### config.mk
export PLATFORM = sky130hd
export DESIGN_NAME = id_ex_stage_flat
export DESIGN_NICKNAME = d
export VERILOG_FILES = /design/src/rtl/riscv_pkg.sv /design/src/rtl/id_ex_stage_if.sv /design/src/rtl/forward_select.sv /design/src/rtl/id_ex_stage.sv /design/src/flat_wrapper.sv
export SDC_FILE = /design/constraint.sdc
export NUM_CORES = 1
export LEC_CHECK = 0
export BUFFER_PORTS_ARGS = -buffer_cell sky130_fd_sc_hd__buf_4
export CORE_AREA = 5 5 150 152
export DETAILED_ROUTE_END_ITERATION = 6
export DIE_AREA = 0 0 155 157
export PLACE_DENSITY = 0.78
export SYNTH_ARGS = -nofsm -noshare
export SYNTH_HDL_FRONTEND = slang
export SYNTH_SLANG_ARGS = --single-unit
### constraint.sdc
create_clock -name clk -period 1.9 [get_ports clk]
set_clock_uncertainty 0.05 [all_clocks]
set_input_delay 0.285 -clock clk [delete_from_list [all_inputs] [get_ports clk]]
set_output_delay 0.285 -clock clk [all_outputs]
set_load 0.05 [all_outputs]
### src/rtl/riscv_pkg.sv
// Shared RV32I core types: control bundle carried down the pipe and the
// forwarding-source select used by the execute-stage operand muxes.
package riscv_pkg;

  localparam int unsigned XLEN = 32;

  typedef struct packed {
    logic       reg_write;
    logic       mem_read;
    logic       mem_write;
    logic       alu_src;
    logic       branch;
    logic       jump;
    logic [1:0] result_src;
    logic [3:0] alu_ctrl;
  } ctrl_t;

  typedef enum logic [1:0] {
    FWD_REG = 2'b00,
    FWD_WB  = 2'b01,
    FWD_MEM = 2'b10
  } fwd_sel_t;

endpackage

### src/rtl/id_ex_stage_if.sv
// Signal bundle between decode/regfile, later pipe stages and the ID/EX
// stage. The stage itself uses the slave view; the driving side uses master.
interface id_ex_stage_if
  import riscv_pkg::*;
#(
  parameter int unsigned XLEN   = 32,
  parameter int unsigned REG_AW = 5
);

  logic              id_valid;
  logic [XLEN-1:0]   id_pc;
  logic [REG_AW-1:0] id_rs1;
  logic [REG_AW-1:0] id_rs2;
  logic [REG_AW-1:0] id_rd;
  logic [XLEN-1:0]   id_rd1;
  logic [XLEN-1:0]   id_rd2;
  logic [XLEN-1:0]   id_imm;
  ctrl_t             id_ctrl;

  logic              ex_flush;
  logic              mem_reg_write;
  logic [REG_AW-1:0] mem_rd;
  logic [XLEN-1:0]   mem_alu_result;
  logic              wb_reg_write;
  logic [REG_AW-1:0] wb_rd;
  logic [XLEN-1:0]   wb_result;

  logic              stall_fd;
  logic              ex_valid;
  logic [XLEN-1:0]   ex_pc;
  logic [XLEN-1:0]   ex_imm;
  logic [REG_AW-1:0] ex_rs1;
  logic [REG_AW-1:0] ex_rs2;
  logic [REG_AW-1:0] ex_rd;
  ctrl_t             ex_ctrl;
  logic [XLEN-1:0]   ex_src_a;
  logic [XLEN-1:0]   ex_src_b;
  fwd_sel_t          ex_fwd_a;
  fwd_sel_t          ex_fwd_b;

  modport master (
    output id_valid, id_pc, id_rs1, id_rs2, id_rd, id_rd1, id_rd2, id_imm, id_ctrl,
    output ex_flush, mem_reg_write, mem_rd, mem_alu_result,
    output wb_reg_write, wb_rd, wb_result,
    input  stall_fd, ex_valid, ex_pc, ex_imm, ex_rs1, ex_rs2, ex_rd, ex_ctrl,
    input  ex_src_a, ex_src_b, ex_fwd_a, ex_fwd_b
  );

  modport slave (
    input  id_valid, id_pc, id_rs1, id_rs2, id_rd, id_rd1, id_rd2, id_imm, id_ctrl,
    input  ex_flush, mem_reg_write, mem_rd, mem_alu_result,
    input  wb_reg_write, wb_rd, wb_result,
    output stall_fd, ex_valid, ex_pc, ex_imm, ex_rs1, ex_rs2, ex_rd, ex_ctrl,
    output ex_src_a, ex_src_b, ex_fwd_a, ex_fwd_b
  );

endinterface

### src/rtl/forward_select.sv
// EX operand forwarding mux for one source register: MEM beats WB beats the
// registered operand, and x0 or an empty EX slot never forwards.
module forward_select
  import riscv_pkg::*;
#(
  parameter int unsigned XLEN   = 32,
  parameter int unsigned REG_AW = 5
) (
  input  logic [REG_AW-1:0] rs_i,
  input  logic [XLEN-1:0]   reg_val_i,
  input  logic              valid_i,
  input  logic              mem_reg_write_i,
  input  logic [REG_AW-1:0] mem_rd_i,
  input  logic [XLEN-1:0]   mem_result_i,
  input  logic              wb_reg_write_i,
  input  logic [REG_AW-1:0] wb_rd_i,
  input  logic [XLEN-1:0]   wb_result_i,
  output fwd_sel_t          fwd_o,
  output logic [XLEN-1:0]   src_o
);

  always_comb begin
    fwd_o = FWD_REG;
    src_o = reg_val_i;
    if (valid_i && mem_reg_write_i && (mem_rd_i != '0) && (mem_rd_i == rs_i)) begin
      fwd_o = FWD_MEM;
      src_o = mem_result_i;
    end else if (valid_i && wb_reg_write_i && (wb_rd_i != '0) && (wb_rd_i == rs_i)) begin
      fwd_o = FWD_WB;
      src_o = wb_result_i;
    end
  end

endmodule

### src/rtl/id_ex_stage.sv
// ID/EX pipeline register with x0 forcing, same-cycle writeback bypass,
// load-use bubble insertion, branch flush and forwarded ALU operands.
module id_ex_stage
  import riscv_pkg::*;
#(
  parameter int unsigned XLEN   = 32,
  parameter int unsigned REG_AW = 5
) (
  input logic         clk,
  input logic         rst,
  id_ex_stage_if.slave bus
);

  logic              ex_valid_q, ex_valid_d;
  logic [XLEN-1:0]   ex_pc_q,    ex_pc_d;
  logic [XLEN-1:0]   ex_imm_q,   ex_imm_d;
  logic [REG_AW-1:0] ex_rs1_q,   ex_rs1_d;
  logic [REG_AW-1:0] ex_rs2_q,   ex_rs2_d;
  logic [REG_AW-1:0] ex_rd_q,    ex_rd_d;
  ctrl_t             ex_ctrl_q,  ex_ctrl_d;
  logic [XLEN-1:0]   ex_op_a_q,  ex_op_a_d;
  logic [XLEN-1:0]   ex_op_b_q,  ex_op_b_d;

  logic              hazard;
  logic              load_bubble;
  logic [XLEN-1:0]   cap_a, cap_b;
  fwd_sel_t          fwd_a, fwd_b;
  logic [XLEN-1:0]   src_a, src_b;

  // The register file commits on the same edge and does not hardwire x0.
  function automatic logic [XLEN-1:0] capture(
    input logic [REG_AW-1:0] rs,
    input logic [XLEN-1:0]   rd_val,
    input logic              wb_we,
    input logic [REG_AW-1:0] wb_rd,
    input logic [XLEN-1:0]   wb_val
  );
    if (rs == '0)                              return '0;
    else if (wb_we && (wb_rd != '0) && (wb_rd == rs)) return wb_val;
    else                                       return rd_val;
  endfunction

  assign cap_a = capture(bus.id_rs1, bus.id_rd1, bus.wb_reg_write, bus.wb_rd, bus.wb_result);
  assign cap_b = capture(bus.id_rs2, bus.id_rd2, bus.wb_reg_write, bus.wb_rd, bus.wb_result);

  // Source match is conservative: made whether or not the op reads rs1/rs2.
  assign hazard = bus.id_valid & ex_valid_q & ex_ctrl_q.mem_read & (ex_rd_q != '0) &
                  ((ex_rd_q == bus.id_rs1) | (ex_rd_q == bus.id_rs2));

  assign load_bubble = bus.ex_flush | hazard | ~bus.id_valid;

  always_comb begin
    ex_valid_d = 1'b0;
    ex_pc_d    = '0;
    ex_imm_d   = '0;
    ex_rs1_d   = '0;
    ex_rs2_d   = '0;
    ex_rd_d    = '0;
    ex_ctrl_d  = '0;
    ex_op_a_d  = '0;
    ex_op_b_d  = '0;
    if (!load_bubble) begin
      ex_valid_d = 1'b1;
      ex_pc_d    = bus.id_pc;
      ex_imm_d   = bus.id_imm;
      ex_rs1_d   = bus.id_rs1;
      ex_rs2_d   = bus.id_rs2;
      ex_rd_d    = bus.id_rd;
      ex_ctrl_d  = bus.id_ctrl;
      ex_op_a_d  = cap_a;
      ex_op_b_d  = cap_b;
    end
  end

  always_ff @(posedge clk or negedge rst) begin
    if (!rst) begin
      ex_valid_q <= 1'b0;
      ex_pc_q    <= '0;
      ex_imm_q   <= '0;
      ex_rs1_q   <= '0;
      ex_rs2_q   <= '0;
      ex_rd_q    <= '0;
      ex_ctrl_q  <= '0;
      ex_op_a_q  <= '0;
      ex_op_b_q  <= '0;
    end else begin
      ex_valid_q <= ex_valid_d;
      ex_pc_q    <= ex_pc_d;
      ex_imm_q   <= ex_imm_d;
      ex_rs1_q   <= ex_rs1_d;
      ex_rs2_q   <= ex_rs2_d;
      ex_rd_q    <= ex_rd_d;
      ex_ctrl_q  <= ex_ctrl_d;
      ex_op_a_q  <= ex_op_a_d;
      ex_op_b_q  <= ex_op_b_d;
    end
  end

  forward_select #(.XLEN(XLEN), .REG_AW(REG_AW)) u_fwd_a (
    .rs_i            (ex_rs1_q),
    .reg_val_i       (ex_op_a_q),
    .valid_i         (ex_valid_q),
    .mem_reg_write_i (bus.mem_reg_write),
    .mem_rd_i        (bus.mem_rd),
    .mem_result_i    (bus.mem_alu_result),
    .wb_reg_write_i  (bus.wb_reg_write),
    .wb_rd_i         (bus.wb_rd),
    .wb_result_i     (bus.wb_result),
    .fwd_o           (fwd_a),
    .src_o           (src_a)
  );

  forward_select #(.XLEN(XLEN), .REG_AW(REG_AW)) u_fwd_b (
    .rs_i            (ex_rs2_q),
    .reg_val_i       (ex_op_b_q),
    .valid_i         (ex_valid_q),
    .mem_reg_write_i (bus.mem_reg_write),
    .mem_rd_i        (bus.mem_rd),
    .mem_result_i    (bus.mem_alu_result),
    .wb_reg_write_i  (bus.wb_reg_write),
    .wb_rd_i         (bus.wb_rd),
    .wb_result_i     (bus.wb_result),
    .fwd_o           (fwd_b),
    .src_o           (src_b)
  );

  // A flush redirects fetch, so it must never also hold IF/ID.
  assign bus.stall_fd = hazard & ~bus.ex_flush;
  assign bus.ex_valid = ex_valid_q;
  assign bus.ex_pc    = ex_pc_q;
  assign bus.ex_imm   = ex_imm_q;
  assign bus.ex_rs1   = ex_rs1_q;
  assign bus.ex_rs2   = ex_rs2_q;
  assign bus.ex_rd    = ex_rd_q;
  assign bus.ex_ctrl  = ex_ctrl_q;
  assign bus.ex_src_a = src_a;
  assign bus.ex_src_b = src_b;
  assign bus.ex_fwd_a = fwd_a;
  assign bus.ex_fwd_b = fwd_b;

endmodule
### src/flat_wrapper.sv
// flat-port wrapper written by rule: the top's interface ports become plain ports
module id_ex_stage_flat import riscv_pkg::*;
#(
  parameter int unsigned XLEN   = 32,
  parameter int unsigned REG_AW = 5
)
  (clk, rst, bus_id_valid, bus_id_pc, bus_id_rs1, bus_id_rs2, bus_id_rd, bus_id_rd1, bus_id_rd2, bus_id_imm, bus_id_ctrl, bus_ex_flush, bus_mem_reg_write, bus_mem_rd, bus_mem_alu_result, bus_wb_reg_write, bus_wb_rd, bus_wb_result, bus_stall_fd, bus_ex_valid, bus_ex_pc, bus_ex_imm, bus_ex_rs1, bus_ex_rs2, bus_ex_rd, bus_ex_ctrl, bus_ex_src_a, bus_ex_src_b, bus_ex_fwd_a, bus_ex_fwd_b);
  id_ex_stage_if #(.XLEN(XLEN), .REG_AW(REG_AW)) bus_i ();
  input logic clk;
  input logic rst;
  input wire logic [$bits(bus_i.id_valid)-1:0] bus_id_valid;
  input wire logic [$bits(bus_i.id_pc)-1:0] bus_id_pc;
  input wire logic [$bits(bus_i.id_rs1)-1:0] bus_id_rs1;
  input wire logic [$bits(bus_i.id_rs2)-1:0] bus_id_rs2;
  input wire logic [$bits(bus_i.id_rd)-1:0] bus_id_rd;
  input wire logic [$bits(bus_i.id_rd1)-1:0] bus_id_rd1;
  input wire logic [$bits(bus_i.id_rd2)-1:0] bus_id_rd2;
  input wire logic [$bits(bus_i.id_imm)-1:0] bus_id_imm;
  input wire logic [$bits(bus_i.id_ctrl)-1:0] bus_id_ctrl;
  input wire logic [$bits(bus_i.ex_flush)-1:0] bus_ex_flush;
  input wire logic [$bits(bus_i.mem_reg_write)-1:0] bus_mem_reg_write;
  input wire logic [$bits(bus_i.mem_rd)-1:0] bus_mem_rd;
  input wire logic [$bits(bus_i.mem_alu_result)-1:0] bus_mem_alu_result;
  input wire logic [$bits(bus_i.wb_reg_write)-1:0] bus_wb_reg_write;
  input wire logic [$bits(bus_i.wb_rd)-1:0] bus_wb_rd;
  input wire logic [$bits(bus_i.wb_result)-1:0] bus_wb_result;
  output wire logic [$bits(bus_i.stall_fd)-1:0] bus_stall_fd;
  output wire logic [$bits(bus_i.ex_valid)-1:0] bus_ex_valid;
  output wire logic [$bits(bus_i.ex_pc)-1:0] bus_ex_pc;
  output wire logic [$bits(bus_i.ex_imm)-1:0] bus_ex_imm;
  output wire logic [$bits(bus_i.ex_rs1)-1:0] bus_ex_rs1;
  output wire logic [$bits(bus_i.ex_rs2)-1:0] bus_ex_rs2;
  output wire logic [$bits(bus_i.ex_rd)-1:0] bus_ex_rd;
  output wire logic [$bits(bus_i.ex_ctrl)-1:0] bus_ex_ctrl;
  output wire logic [$bits(bus_i.ex_src_a)-1:0] bus_ex_src_a;
  output wire logic [$bits(bus_i.ex_src_b)-1:0] bus_ex_src_b;
  output wire logic [$bits(bus_i.ex_fwd_a)-1:0] bus_ex_fwd_a;
  output wire logic [$bits(bus_i.ex_fwd_b)-1:0] bus_ex_fwd_b;
  assign bus_i.id_valid = bus_id_valid;
  assign bus_i.id_pc = bus_id_pc;
  assign bus_i.id_rs1 = bus_id_rs1;
  assign bus_i.id_rs2 = bus_id_rs2;
  assign bus_i.id_rd = bus_id_rd;
  assign bus_i.id_rd1 = bus_id_rd1;
  assign bus_i.id_rd2 = bus_id_rd2;
  assign bus_i.id_imm = bus_id_imm;
  assign bus_i.id_ctrl = bus_id_ctrl;
  assign bus_i.ex_flush = bus_ex_flush;
  assign bus_i.mem_reg_write = bus_mem_reg_write;
  assign bus_i.mem_rd = bus_mem_rd;
  assign bus_i.mem_alu_result = bus_mem_alu_result;
  assign bus_i.wb_reg_write = bus_wb_reg_write;
  assign bus_i.wb_rd = bus_wb_rd;
  assign bus_i.wb_result = bus_wb_result;
  assign bus_stall_fd = bus_i.stall_fd;
  assign bus_ex_valid = bus_i.ex_valid;
  assign bus_ex_pc = bus_i.ex_pc;
  assign bus_ex_imm = bus_i.ex_imm;
  assign bus_ex_rs1 = bus_i.ex_rs1;
  assign bus_ex_rs2 = bus_i.ex_rs2;
  assign bus_ex_rd = bus_i.ex_rd;
  assign bus_ex_ctrl = bus_i.ex_ctrl;
  assign bus_ex_src_a = bus_i.ex_src_a;
  assign bus_ex_src_b = bus_i.ex_src_b;
  assign bus_ex_fwd_a = bus_i.ex_fwd_a;
  assign bus_ex_fwd_b = bus_i.ex_fwd_b;
  id_ex_stage #(.XLEN(XLEN), .REG_AW(REG_AW)) u_core (.clk(clk), .rst(rst), .bus(bus_i));
endmodule
==> qor.yml <==
status: "finished with violations"
violations: "setup timing"
synth_ff_type: "dfrtp_1"
whs_endpoint: "u_core.bus.ex_imm[12]$_DFF_PN0_"
rows: 53
syn_to_final_growth_pct: 116
finalCritPeriodShare: 1.36
stdcell_count: 1577
drt_iter0_drc: 440
worstRegToRegCells: 11
initial_core_util: 0.359
rsz0062_at_grt: "true"
clockRootBuffer: "clkbuf_16"
slew_headroom: 0.709
cts_tree: "built"
max_freq_mhz: 386
finalHoldViolations: 0
required_ns: 1.56
hold_ws_ns: 0.0286
h-tree-depth: 4
synth-xor-area-share: 0.0467
firstDrtPassIters: 5
synth_top_area_cell: "dfrtp_1"
min_period_ns: 2.59
nets: 1524
vias: 8460
wl_per_cell_um: 25.3
slew_violations: 0
synth.area.mux_share: 0.0853
synthArstFlopShare: 1.00
chipHeight_um: 157
r2r-start: "u_core.bus.ex_rd[4]$_DFF_PN0_"
clk_pin_slew_ns: 0.08
grt_pass1_vias: 9223
rr_endpoint: "u_core.bus.ex_pc[29]$_DFF_PN0_"
leakage_uw: 0.00723
critPathMaxFanout: 7
synth.top_cells.by_count: "dfrtp_1 (156), nand2_1 (130), and2_1 (91)"
yosys_warnings: 0
worst_slew_pin_slew_ns: 0.425
wl_um: 39800
diodes: 0
r2r_setup_slack_ns: -0.31
start_kind: "flop"
cts_buffers: 17
synthTopCellsByArea: "dfrtp_1 (52%), mux2i_1 (8.5%), and2_1 (7.6%), nand2_1 (6.5%), a31oi_1 (5.3%)"
ys_ff_latch: 156
dieArea_um2: 24300
track_usage: 0.291
p_per_area_nw_per_um2: 591
synth_area_um2: 7510
synth_area_per_cell_um2: 9.71
worst_ep_arrival_time_ns: 2.26
place_congestion: 0.877
synth.distinct_cells: 29
grt_max_degree: 63
synth_most_common_cell: "dfrtp_1"
drive_above_1_share: 0.727
grt_pass1_wl_um: 53600
grt_remaining_overflow: 0
synth_top_area_frac: 0.520
port_buffers: 395
max_cap_viol_count: 0
synthAdderAreaFrac: 0
synth-simple-area-share: 0.241
yosysSeqAreaShare: 0.520
insertion_delay_ns: 0.42
ir_worst_vdd_uv: 716
synth_cells: 773
place_area_um2: 12900
synth_top_family_by_area: "simple AND/OR/NAND/NOR gates"
pin_count: 396
finish.utilization: 0.776
hold_depth: 2
core_um2: 20900
setup_slack_ns: -0.693
syn_nets: 1008
drc: 0
antenna_left: 0
synth_compound_gate_area_share: 0.0603
chipWidth_um: 155
final-setup-viol-count: 225
worstHoldPathType: "in2reg"
cts_sinks: 156
synth-edff-count: 0
hpwl_um: 23000
place_inst: 1484
clockBufferDepth: 2
antenna_found_initial: 0
hp-start: "bus_id_imm[12]"
path_class: "reg2out"
avgViaCountPerCell: 5.36
endpoint_kind: "primary output"
final_area_um2: 16200
## routing by layer
metal	share of wire	global-route usage	vias to the layer above	routed length (um)
li1	-	-	3631	-
met1	0.32	0.298	4178	12800
met2	0.54	0.542	518	21500
met3	0.087	0.0803	133	3450
met4	0.052	0.150	0	2070
met5	0	0	-	0
## logic make-up (layout without fill, tap and decap cells)
logic type / Yosys count / in the layout
xor gates and xnor gates: 40 / 40
DFF: 156 / 156
muxes: 64 / 64
and+or+nand+nor: 378 / 378
AOI/OAI and AO/OA: 70 / 70
buffers and inverters: 65 / 594
## layout by cell type, fill, tap and decap left out, types with 4 or more instances in the layout
| master | n |
|---|---|
| and2_4 | 91 |
| xor2_1 | 17 |
| nor3_2 | 28 |
| nor2_1 | 40 |
| nand2_2 | 43 |
| buf_16 | 19 |
| buf_4 | 378 |
| clkbuf_16 | 29 |
| clkinv_4 | 4 |
| nor2_4 | 12 |
| inv_8 | 4 |
| a31oi_4 | 64 |
| nor2_2 | 18 |
| buf_6 | 90 |
| buf_8 | 27 |
| dfrtp_1 | 141 |
| nand2_4 | 20 |
| mux2i_1 | 64 |
| nor3_4 | 43 |
| buf_12 | 31 |
| dfrtp_2 | 15 |
| nand2_1 | 67 |
| xnor2_1 | 16 |
| xnor2_2 | 4 |
## how the worst max path moves through the flow
stage	to	startpoint	cells after the start	slack, ns
2_1_floorplan	bus_ex_src_a[10]	u_core.bus.ex_rs1[4]$_DFF_PN0_	6	-0.40
3_3_place_gp	bus_ex_src_a[28]	bus_wb_rd[1]	8	-0.54
3_5_place_dp	bus_ex_src_a[29]	bus_wb_rd[1]	8	-0.57
4_1_cts	bus_ex_src_b[2]	u_core.bus.ex_rs2[4]$_DFF_PN0_	9	-0.70
5_1_grt	bus_ex_src_a[29]	u_core.bus.ex_rs1[0]$_DFF_PN0_	9	-0.76
6_report	bus_ex_src_a[29]	u_core.bus.ex_rs1[0]$_DFF_PN0_	9	-0.69
## registers in the layout, summed over array words and instances (netlist names), 5 cells and up
register and flops:
u_core.bus.ex_ctrl 12, u_core.bus.ex_imm 32, u_core.bus.ex_pc 32, u_core.bus.ex_rd 5, u_core.bus.ex_rs1 5, u_core.bus.ex_rs2 5, u_core.ex_op_a_q 32, u_core.ex_op_b_q 32
## worst max-delay path, stage by stage, from the launching register on
cell and delay [ns]:
dfrtp_2 0.43, buf_6 0.13, xor2_2 0.14, nor3_2 0.11
nand4_1 0.16, buf_6 0.22, buf_12 0.16, buf_6 0.12
a31oi_4 0.19, buf_6 0.18
## where the power goes
part           internal, uW  switching (uW)  leakage, uW  total, uW
clock network          1930            1650     0.000302       3580
logic                  1130            1340      0.00485       2470
registers              3450            74.9      0.00208       3530
total                  6520            3070      0.00723       9580
## per-stage QoR
stage	total power (uW)	TNS (ns)	worst slack (ns)
floorplan	4630	-44.61	-0.405
global placement	5500	-49.23	-0.540
detailed placement	5520	-53.18	-0.575
CTS	9340	-62.84	-0.702
global route	9890	-87.06	-0.763
finish	9580	-74.55	-0.693
## cell type report
cell class                      instances  area [um^2]
Clock inverter                         14          176
Sequential cell                       156         3920
Tap cell                              275          344
Fill cell                            1211         4680
Timing Repair inverter                  1         16.3
Clock buffer                           18          439
Inverter                                3         23.8
Multi-Input combinational cell        552         5580
Timing Repair Buffer                  558         5710
## timing repair
item,in CTS,in global routing
setup buffers,24,5
hold endpoints to repair,29,0
gates cloned,24,15
hold buffers,1,0
resized for setup,264,177
setup endpoints to repair,217,225
pin swaps,17,27
No activity file was read; power rests on OpenSTA's default activity.
